$ cat src/rtl/pkt_header_parser_if.sv
// Packet stream interface for pkt_header_parser: upstream word/ctrl/wr with
// ready, registered downstream word, and the word-aligned sideband.
// master: the surrounding environment (FIFO read side + accelerator).
// slave:  the parser itself.
interface pkt_header_parser_if #(
  parameter int unsigned DWIDTH     = 64,
  parameter int unsigned CTRL_WIDTH = DWIDTH / 8
);
  logic [DWIDTH-1:0]     in_data;
  logic [CTRL_WIDTH-1:0] in_ctrl;
  logic                  in_wr;
  logic                  in_rdy;
  logic [DWIDTH-1:0]     out_data;
  logic [CTRL_WIDTH-1:0] out_ctrl;
  logic                  out_wr;
  logic                  out_rdy;
  logic [1:0]            path_sel;
  logic                  inside_payload;
  logic [15:0]           data_count;
  logic                  hdr_err;

  modport master (
    output in_data, in_ctrl, in_wr, out_rdy,
    input  in_rdy, out_data, out_ctrl, out_wr,
           path_sel, inside_payload, data_count, hdr_err
  );

  modport slave (
    input  in_data, in_ctrl, in_wr, out_rdy,
    output in_rdy, out_data, out_ctrl, out_wr,
           path_sel, inside_payload, data_count, hdr_err
  );
endinterface

$ cat src/rtl/pkt_header_parser.sv
// Packet header parser in front of the crypto accelerator. Frames the
// word/ctrl stream into module header, packet header and payload, forwards
// each accepted word with one cycle of latency, and attaches path_sel,
// inside_payload, data_count and hdr_err aligned with the forwarded word.
// Optional macro PKT_PARSER_STATS_EN adds saturating pkt_count/err_count.
module pkt_header_parser #(
  parameter int unsigned DWIDTH     = 64,
  parameter int unsigned CTRL_WIDTH = DWIDTH / 8,
  parameter int unsigned HDR_WORDS  = 3,
  parameter logic [15:0] ENC_TAG    = 16'hE0E0,
  parameter logic [15:0] DEC_TAG    = 16'hD0D0
) (
  input  logic               i_clock,
  input  logic               i_reset_n,
  pkt_header_parser_if.slave bus
`ifdef PKT_PARSER_STATS_EN
  ,
  output logic [31:0]        pkt_count,
  output logic [15:0]        err_count
`endif
);

  localparam int unsigned IDX_W = 4;
  localparam int unsigned CNT_W = 16;
  localparam int unsigned PKT_W = 32;
  localparam int unsigned ERR_W = 16;

  typedef enum logic [1:0] {
    IDLE    = 2'd0,
    MOD_HDR = 2'd1,
    HDR     = 2'd2,
    PAYLOAD = 2'd3
  } state_t;

  state_t           state;
  logic [IDX_W-1:0] hdr_idx;
  logic [1:0]       tag_path;
  logic [CNT_W-1:0] pay_cnt;

  logic [DWIDTH-1:0]     word_c;
  logic [CTRL_WIDTH-1:0] ctrl_c;
  logic                  accept_c;
  logic                  ctrl_zero_c;
  logic                  ctrl_ones_c;
  logic                  hdr0_c;
  logic                  err_c;
  logic                  eop_c;
  logic [1:0]            tag_dec_c;

  // Ready is a straight pass-through; downstream absorbs the in-flight word.
  assign bus.in_rdy  = bus.out_rdy;
  assign word_c      = bus.in_data;
  assign ctrl_c      = bus.in_ctrl;
  assign accept_c    = bus.in_wr & bus.out_rdy;
  assign ctrl_zero_c = (ctrl_c == '0);
  assign ctrl_ones_c = (ctrl_c == '1);

  // Classify the incoming word against the current framing state.
  always_comb begin
    hdr0_c    = 1'b0;
    err_c     = 1'b0;
    eop_c     = 1'b0;
    tag_dec_c = 2'b00;
    if (word_c[15:0] == ENC_TAG) begin
      tag_dec_c = 2'b01;
    end else if (word_c[15:0] == DEC_TAG) begin
      tag_dec_c = 2'b10;
    end
    case (state)
      IDLE, MOD_HDR: begin
        hdr0_c = ctrl_zero_c;
        err_c  = !ctrl_zero_c && !ctrl_ones_c;
      end
      HDR:     err_c = !ctrl_zero_c;
      PAYLOAD: eop_c = !ctrl_zero_c;
      default: begin
        hdr0_c = 1'b0;
      end
    endcase
  end

  // Framing FSM plus registered word and sideband; all updates on acceptance.
  always_ff @(posedge i_clock or negedge i_reset_n) begin
    if (!i_reset_n) begin
      state              <= IDLE;
      hdr_idx            <= '0;
      tag_path           <= 2'b00;
      pay_cnt            <= '0;
      bus.out_data       <= '0;
      bus.out_ctrl       <= '0;
      bus.out_wr         <= 1'b0;
      bus.path_sel       <= 2'b00;
      bus.inside_payload <= 1'b0;
      bus.data_count     <= '0;
      bus.hdr_err        <= 1'b0;
    end else begin
      bus.out_wr <= accept_c;
      if (accept_c) begin
        bus.out_data       <= word_c;
        bus.out_ctrl       <= ctrl_c;
        bus.hdr_err        <= err_c;
        bus.inside_payload <= (state == PAYLOAD);
        bus.data_count     <= (state == PAYLOAD) ? pay_cnt : '0;
        case (state)
          IDLE, MOD_HDR: begin
            if (hdr0_c) begin
              tag_path     <= tag_dec_c;
              bus.path_sel <= tag_dec_c;
              hdr_idx      <= IDX_W'(1);
              pay_cnt      <= '0;
              state        <= (HDR_WORDS == 1) ? PAYLOAD : HDR;
            end else begin
              bus.path_sel <= 2'b00;
              state        <= ctrl_ones_c ? MOD_HDR : IDLE;
            end
          end
          HDR: begin
            bus.path_sel <= tag_path;
            if (err_c) begin
              state   <= IDLE;
              hdr_idx <= '0;
              pay_cnt <= '0;
            end else begin
              hdr_idx <= hdr_idx + IDX_W'(1);
              if (hdr_idx == IDX_W'(HDR_WORDS - 1)) begin
                state <= PAYLOAD;
              end
            end
          end
          PAYLOAD: begin
            bus.path_sel <= tag_path;
            if (eop_c) begin
              state   <= IDLE;
              hdr_idx <= '0;
              pay_cnt <= '0;
            end else if (pay_cnt != '1) begin
              pay_cnt <= pay_cnt + CNT_W'(1);
            end
          end
          default: begin
            state <= IDLE;
          end
        endcase
      end
    end
  end

`ifdef PKT_PARSER_STATS_EN
  // Saturating counts of completed packets and framing errors.
  always_ff @(posedge i_clock or negedge i_reset_n) begin
    if (!i_reset_n) begin
      pkt_count <= '0;
      err_count <= '0;
    end else if (accept_c) begin
      if (eop_c && (pkt_count != '1)) begin
        pkt_count <= pkt_count + PKT_W'(1);
      end
      if (err_c && (err_count != '1)) begin
        err_count <= err_count + ERR_W'(1);
      end
    end
  end
`endif

endmodule

$ cat src/flat_wrapper.sv
// flat-port wrapper written by rule: the top's interface ports become plain ports
module pkt_header_parser_flat 
#(
  parameter int unsigned DWIDTH     = 64,
  parameter int unsigned CTRL_WIDTH = DWIDTH / 8,
  parameter int unsigned HDR_WORDS  = 3,
  parameter logic [15:0] ENC_TAG    = 16'hE0E0,
  parameter logic [15:0] DEC_TAG    = 16'hD0D0
)
  (i_clock, i_reset_n, bus_in_data, bus_in_ctrl, bus_in_wr, bus_out_rdy, bus_in_rdy, bus_out_data, bus_out_ctrl, bus_out_wr, bus_path_sel, bus_inside_payload, bus_data_count, bus_hdr_err);
  pkt_header_parser_if #(.DWIDTH(DWIDTH), .CTRL_WIDTH(CTRL_WIDTH)) bus_i ();
  input  logic i_clock;
  input  logic i_reset_n;
  input wire logic [$bits(bus_i.in_data)-1:0] bus_in_data;
  input wire logic [$bits(bus_i.in_ctrl)-1:0] bus_in_ctrl;
  input wire logic [$bits(bus_i.in_wr)-1:0] bus_in_wr;
  input wire logic [$bits(bus_i.out_rdy)-1:0] bus_out_rdy;
  output wire logic [$bits(bus_i.in_rdy)-1:0] bus_in_rdy;
  output wire logic [$bits(bus_i.out_data)-1:0] bus_out_data;
  output wire logic [$bits(bus_i.out_ctrl)-1:0] bus_out_ctrl;
  output wire logic [$bits(bus_i.out_wr)-1:0] bus_out_wr;
  output wire logic [$bits(bus_i.path_sel)-1:0] bus_path_sel;
  output wire logic [$bits(bus_i.inside_payload)-1:0] bus_inside_payload;
  output wire logic [$bits(bus_i.data_count)-1:0] bus_data_count;
  output wire logic [$bits(bus_i.hdr_err)-1:0] bus_hdr_err;
  assign bus_i.in_data = bus_in_data;
  assign bus_i.in_ctrl = bus_in_ctrl;
  assign bus_i.in_wr = bus_in_wr;
  assign bus_i.out_rdy = bus_out_rdy;
  assign bus_in_rdy = bus_i.in_rdy;
  assign bus_out_data = bus_i.out_data;
  assign bus_out_ctrl = bus_i.out_ctrl;
  assign bus_out_wr = bus_i.out_wr;
  assign bus_path_sel = bus_i.path_sel;
  assign bus_inside_payload = bus_i.inside_payload;
  assign bus_data_count = bus_i.data_count;
  assign bus_hdr_err = bus_i.hdr_err;
  pkt_header_parser #(.DWIDTH(DWIDTH), .CTRL_WIDTH(CTRL_WIDTH), .HDR_WORDS(HDR_WORDS), .ENC_TAG(ENC_TAG), .DEC_TAG(DEC_TAG)) u_core (.i_clock(i_clock), .i_reset_n(i_reset_n), .bus(bus_i));
endmodule
$ cat config.mk
export PLATFORM = sky130hd
export DESIGN_NAME = pkt_header_parser_flat
export DESIGN_NICKNAME = d
export VERILOG_FILES = /design/src/rtl/pkt_header_parser_if.sv /design/src/rtl/pkt_header_parser.sv /design/src/flat_wrapper.sv
export SDC_FILE = /design/constraint.sdc
export NUM_CORES = 1
export LEC_CHECK = 0
export CAP_MARGIN = 10
export CORE_MARGIN = 8
export CORE_UTILIZATION = 33
export CTS_BUF_LIST = sky130_fd_sc_hd__clkbuf_2
export DETAILED_ROUTE_END_ITERATION = 12
export GPL_ROUTABILITY_DRIVEN = 0
export GPL_TIMING_DRIVEN = 1
export SKIP_LAST_GASP = 1
export SYNTH_ARGS = -nofsm -noshare
export SYNTH_HDL_FRONTEND = slang
export SYNTH_SLANG_ARGS = --single-unit
$ cat constraint.sdc
create_clock -name i_clock -period 2.26 [get_ports i_clock]
set_input_delay 0.452 -clock i_clock [delete_from_list [all_inputs] [get_ports i_clock]]
set_output_delay 0.452 -clock i_clock [all_outputs]
set_load 0.005 [all_outputs]
==> flow_summary.ini <==
[run_status]
status = completed

[die]
core_um2 = 14590
initial_core_util_pct = 33.79
dieArea_um2 = 19110
rows = 44
dieWidth_um = 138.2
io-pin-count = 170
die_h_um = 138.2

[worst_setup_path]
path_buf_inv = 1
crit_type = flop to output port
arrival_ps = 1610
crit_chain = clkdlybuf4s50_1
crit_path_max_fanout = 2
cp_top_family = buffers and inverters
slowest_delay_ps = 570
cp-end-kind = output port
cpMaxStageDelayCell = clkdlybuf4s50_1
critical_path.startpoint_type = flop
crit_required_ps = 1810

[worst_hold_path]
hold_path_class = primary input to flop

[logic_synthesis]
muxShareOfSynthArea_pct = 0.4061
synth_compound_area_share_pct = 10.28
synth_fp_nets = 601
synth_cell_types = 42
synth_xor_area_share_pct = 0
netlist.area_leader.share_pct = 59.39
synth_top_flop_cell = dfrtp_1
yosys.area.top_type = dfrtp_1
synth_top_family_by_area = simple AND/OR/NAND/NOR gates
synthAdderAreaFrac_pct = 0.7614
avgSynthCellArea_um2 = 9.444
async_reset_ff_share_pct = 100.0
syn_inst = 522
netlist_area_um2 = 4930
synth_seq_cells = 117
synth_edf_count = 0
synth.top_cells.by_area = dfrtp_1 59%, nand2_1 18%, a31oi_1 2.8%
yosys_warnings = 0
yosys.area_share.simple_pct = 25.56
yosysSeqAreaShare_pct = 59.39

[power]
total_power_w = 0.004315
swShare_pct = 26.99
p_per_area_nw_per_um2 = 602.0
power.leakage_nw = 3.362
p_switching_w = 0.001165
pwr-share-comb_pct = 19.2
p_clk_share_pct = 25.9
ir_worst_vdd_uv = 291.2
intPower_w = 0.003151
pwr-share-seq_pct = 54.9

[drt]
dr.pass1.iters = 5
post_drt_wl_per_cell_um = 16.06
vias = 4380
viasPerCell = 4.824
wirelength_mm = 14.58
first_iter_violations = 326
drc = 0
ant_nets = 0

[run]
max_cap_viol_count = 0

[sta]
finalCritPeriodShare_pct = 91.04
finalSetupViolations = 0
hold_viol_final = 0
slew_headroom_pct = 62.79
rsz0062_at_grt = false
slew_viol_final = 0
clock_skew_ps = 25.65
worstMarginPinSlew_ps = 558.2
fmax_mhz = 486.0
min_period_ps = 2058
setup_slack_ps = 202.4

[global_routing]
antenna_found_initial = 1
grt_pass1_vias = 4432
grt_usage_pct = 15.33
grt_pass1_wl_mm = 23.85
gr-total-overflow = 0
grt_max_degree = 65

[cells_and_area]
layout-drive-gt1-share_pct = 8.852
stdcell_count = 908
fin_nets = 791
layout_commonest_cell = nand2_1
area_delta_synth_final_pct = 45.41
layout_common_cells = 235 x nand2_1, 168 x clkdlybuf4s50_1, 117 x dfrtp_1

[clocking]
cts_root_buffer = clkbuf_2
cts.sinks = 117
cts_tree = done
path_clk_slew_ps = 170
cts-buffers-inserted = 17
ctsResizeCount = 0
cts_max_level = 4
cts_buffer_depth = 2
clkLatencyLatePin_ps = 660

[placement]
pre_cts_slack_ps = -365.2
hpwl_mm = 10.92
dp_cells = 876
io_buffers = 169
==> cell type report <==
type / count / area, um^2
Clock buffer: 22 / 110.1
Multi-Input combinational cell: 369 / 1832
Timing Repair Buffer: 201 / 1982
Clock inverter: 8 / 61.31
Tap cell: 184 / 230.2
Inverter: 6 / 22.52
Antenna cell: 1 / 2.502
Fill cell: 1378 / 7421
Sequential cell: 117 / 2928
==> worst paths after layout <==
path,start,endpoint,slack [ps],depth (start not counted)
min in group asynchronous,i_reset_n,u_core.bus.out_data[32]$_DFFE_PN0P_,300,2
hold reg to reg,u_core.bus.out_data[54]$_DFFE_PN0P_,u_core.bus.out_data[54]$_DFFE_PN0P_,490,2
max in group asynchronous,i_reset_n,u_core.bus.out_data[56]$_DFFE_PN0P_,1240,3
setup reg to reg,u_core.pay_cnt[1]$_DFFE_PN0P_,u_core.pay_cnt[5]$_DFFE_PN0P_,220,5
hold / removal,bus_in_data[27],u_core.bus.out_data[27]$_DFFE_PN0P_,290,3
setup / recovery,u_core.bus.path_sel[0]$_DFFE_PN0P_,bus_path_sel[0],200,1
==> per-layer routing <==
| layer | global-route usage [%] | up-vias | wire length (um) |
|---|---|---|---|
| met5 | 0 | - | 0 |
| met4 | 6.007 | 0 | 293 |
| met3 | 4.863 | 20 | 926 |
| met2 | 25.80 | 143 | 7423 |
| met1 | 17.78 | 2071 | 5938 |
| li1 | - | 2146 | - |
==> registers in the layout (all words and copies together) (netlist names) <==
register                   cells
u_core.pay_cnt                16
u_core.tag_path                2
u_core.bus.hdr_err             1
u_core.bus.out_wr              1
u_core.hdr_idx                 4
u_core.bus.data_count         16
u_core.state                   2
u_core.bus.out_ctrl            8
u_core.bus.inside_payload      1
u_core.bus.out_data           64
u_core.bus.path_sel            2
==> stage by stage <==
step	hold slack (ps)	utilization [%]	cell area [um^2]	TNS (ps)
finish	291.2	49.13	7168	0
global route	228.5	49.13	7168	0
CTS	216.4	49.12	7166	0
detailed placement	461.7	47.87	6984	-6929
global placement	452.1	47.87	6984	-5680
floorplan	156.4	-	4930	0
==> what timing repair did <==
item	4_1_cts	5_1_grt
endpoints found under the setup margin	0	0
hold buffers	1	0
endpoints found under the hold margin	38	0
buffers inserted	0	0
==> power by group through the flow <==
stage,sequential (W),combinational (W),clock (W)
after global placement,0.00240,0.000837,0
after detailed placement,0.00241,0.000848,0
after global routing,0.00240,0.000916,0.00126
final,0.00237,0.000829,0.00112
after CTS,0.00237,0.000853,0.00117
after floorplan,0.00242,0.000202,0
==> cells by family (layout without fill, tap and decap cells) <==
kind of cell | after synthesis | in the layout
and+or+nand+nor | 294 | 294
adders and majority gates | 3 | 3
other | 0 | 1
buffers and inverters | 36 | 237
DFF | 117 | 117
muxes | 2 | 2
AOI/OAI and AO/OA | 70 | 70
==> synth_stat cells (6+ instances only) <==
cell type    n
dfrtp_1    117
nor3_1       9
nand2_1    236
nand4_1      8
a31oi_1     22
o21ai_0     10
nand3_1      6
clkbuf_1    19
a22o_1      12
inv_1        6
Note: power is estimated with default switching activity, not from simulation.
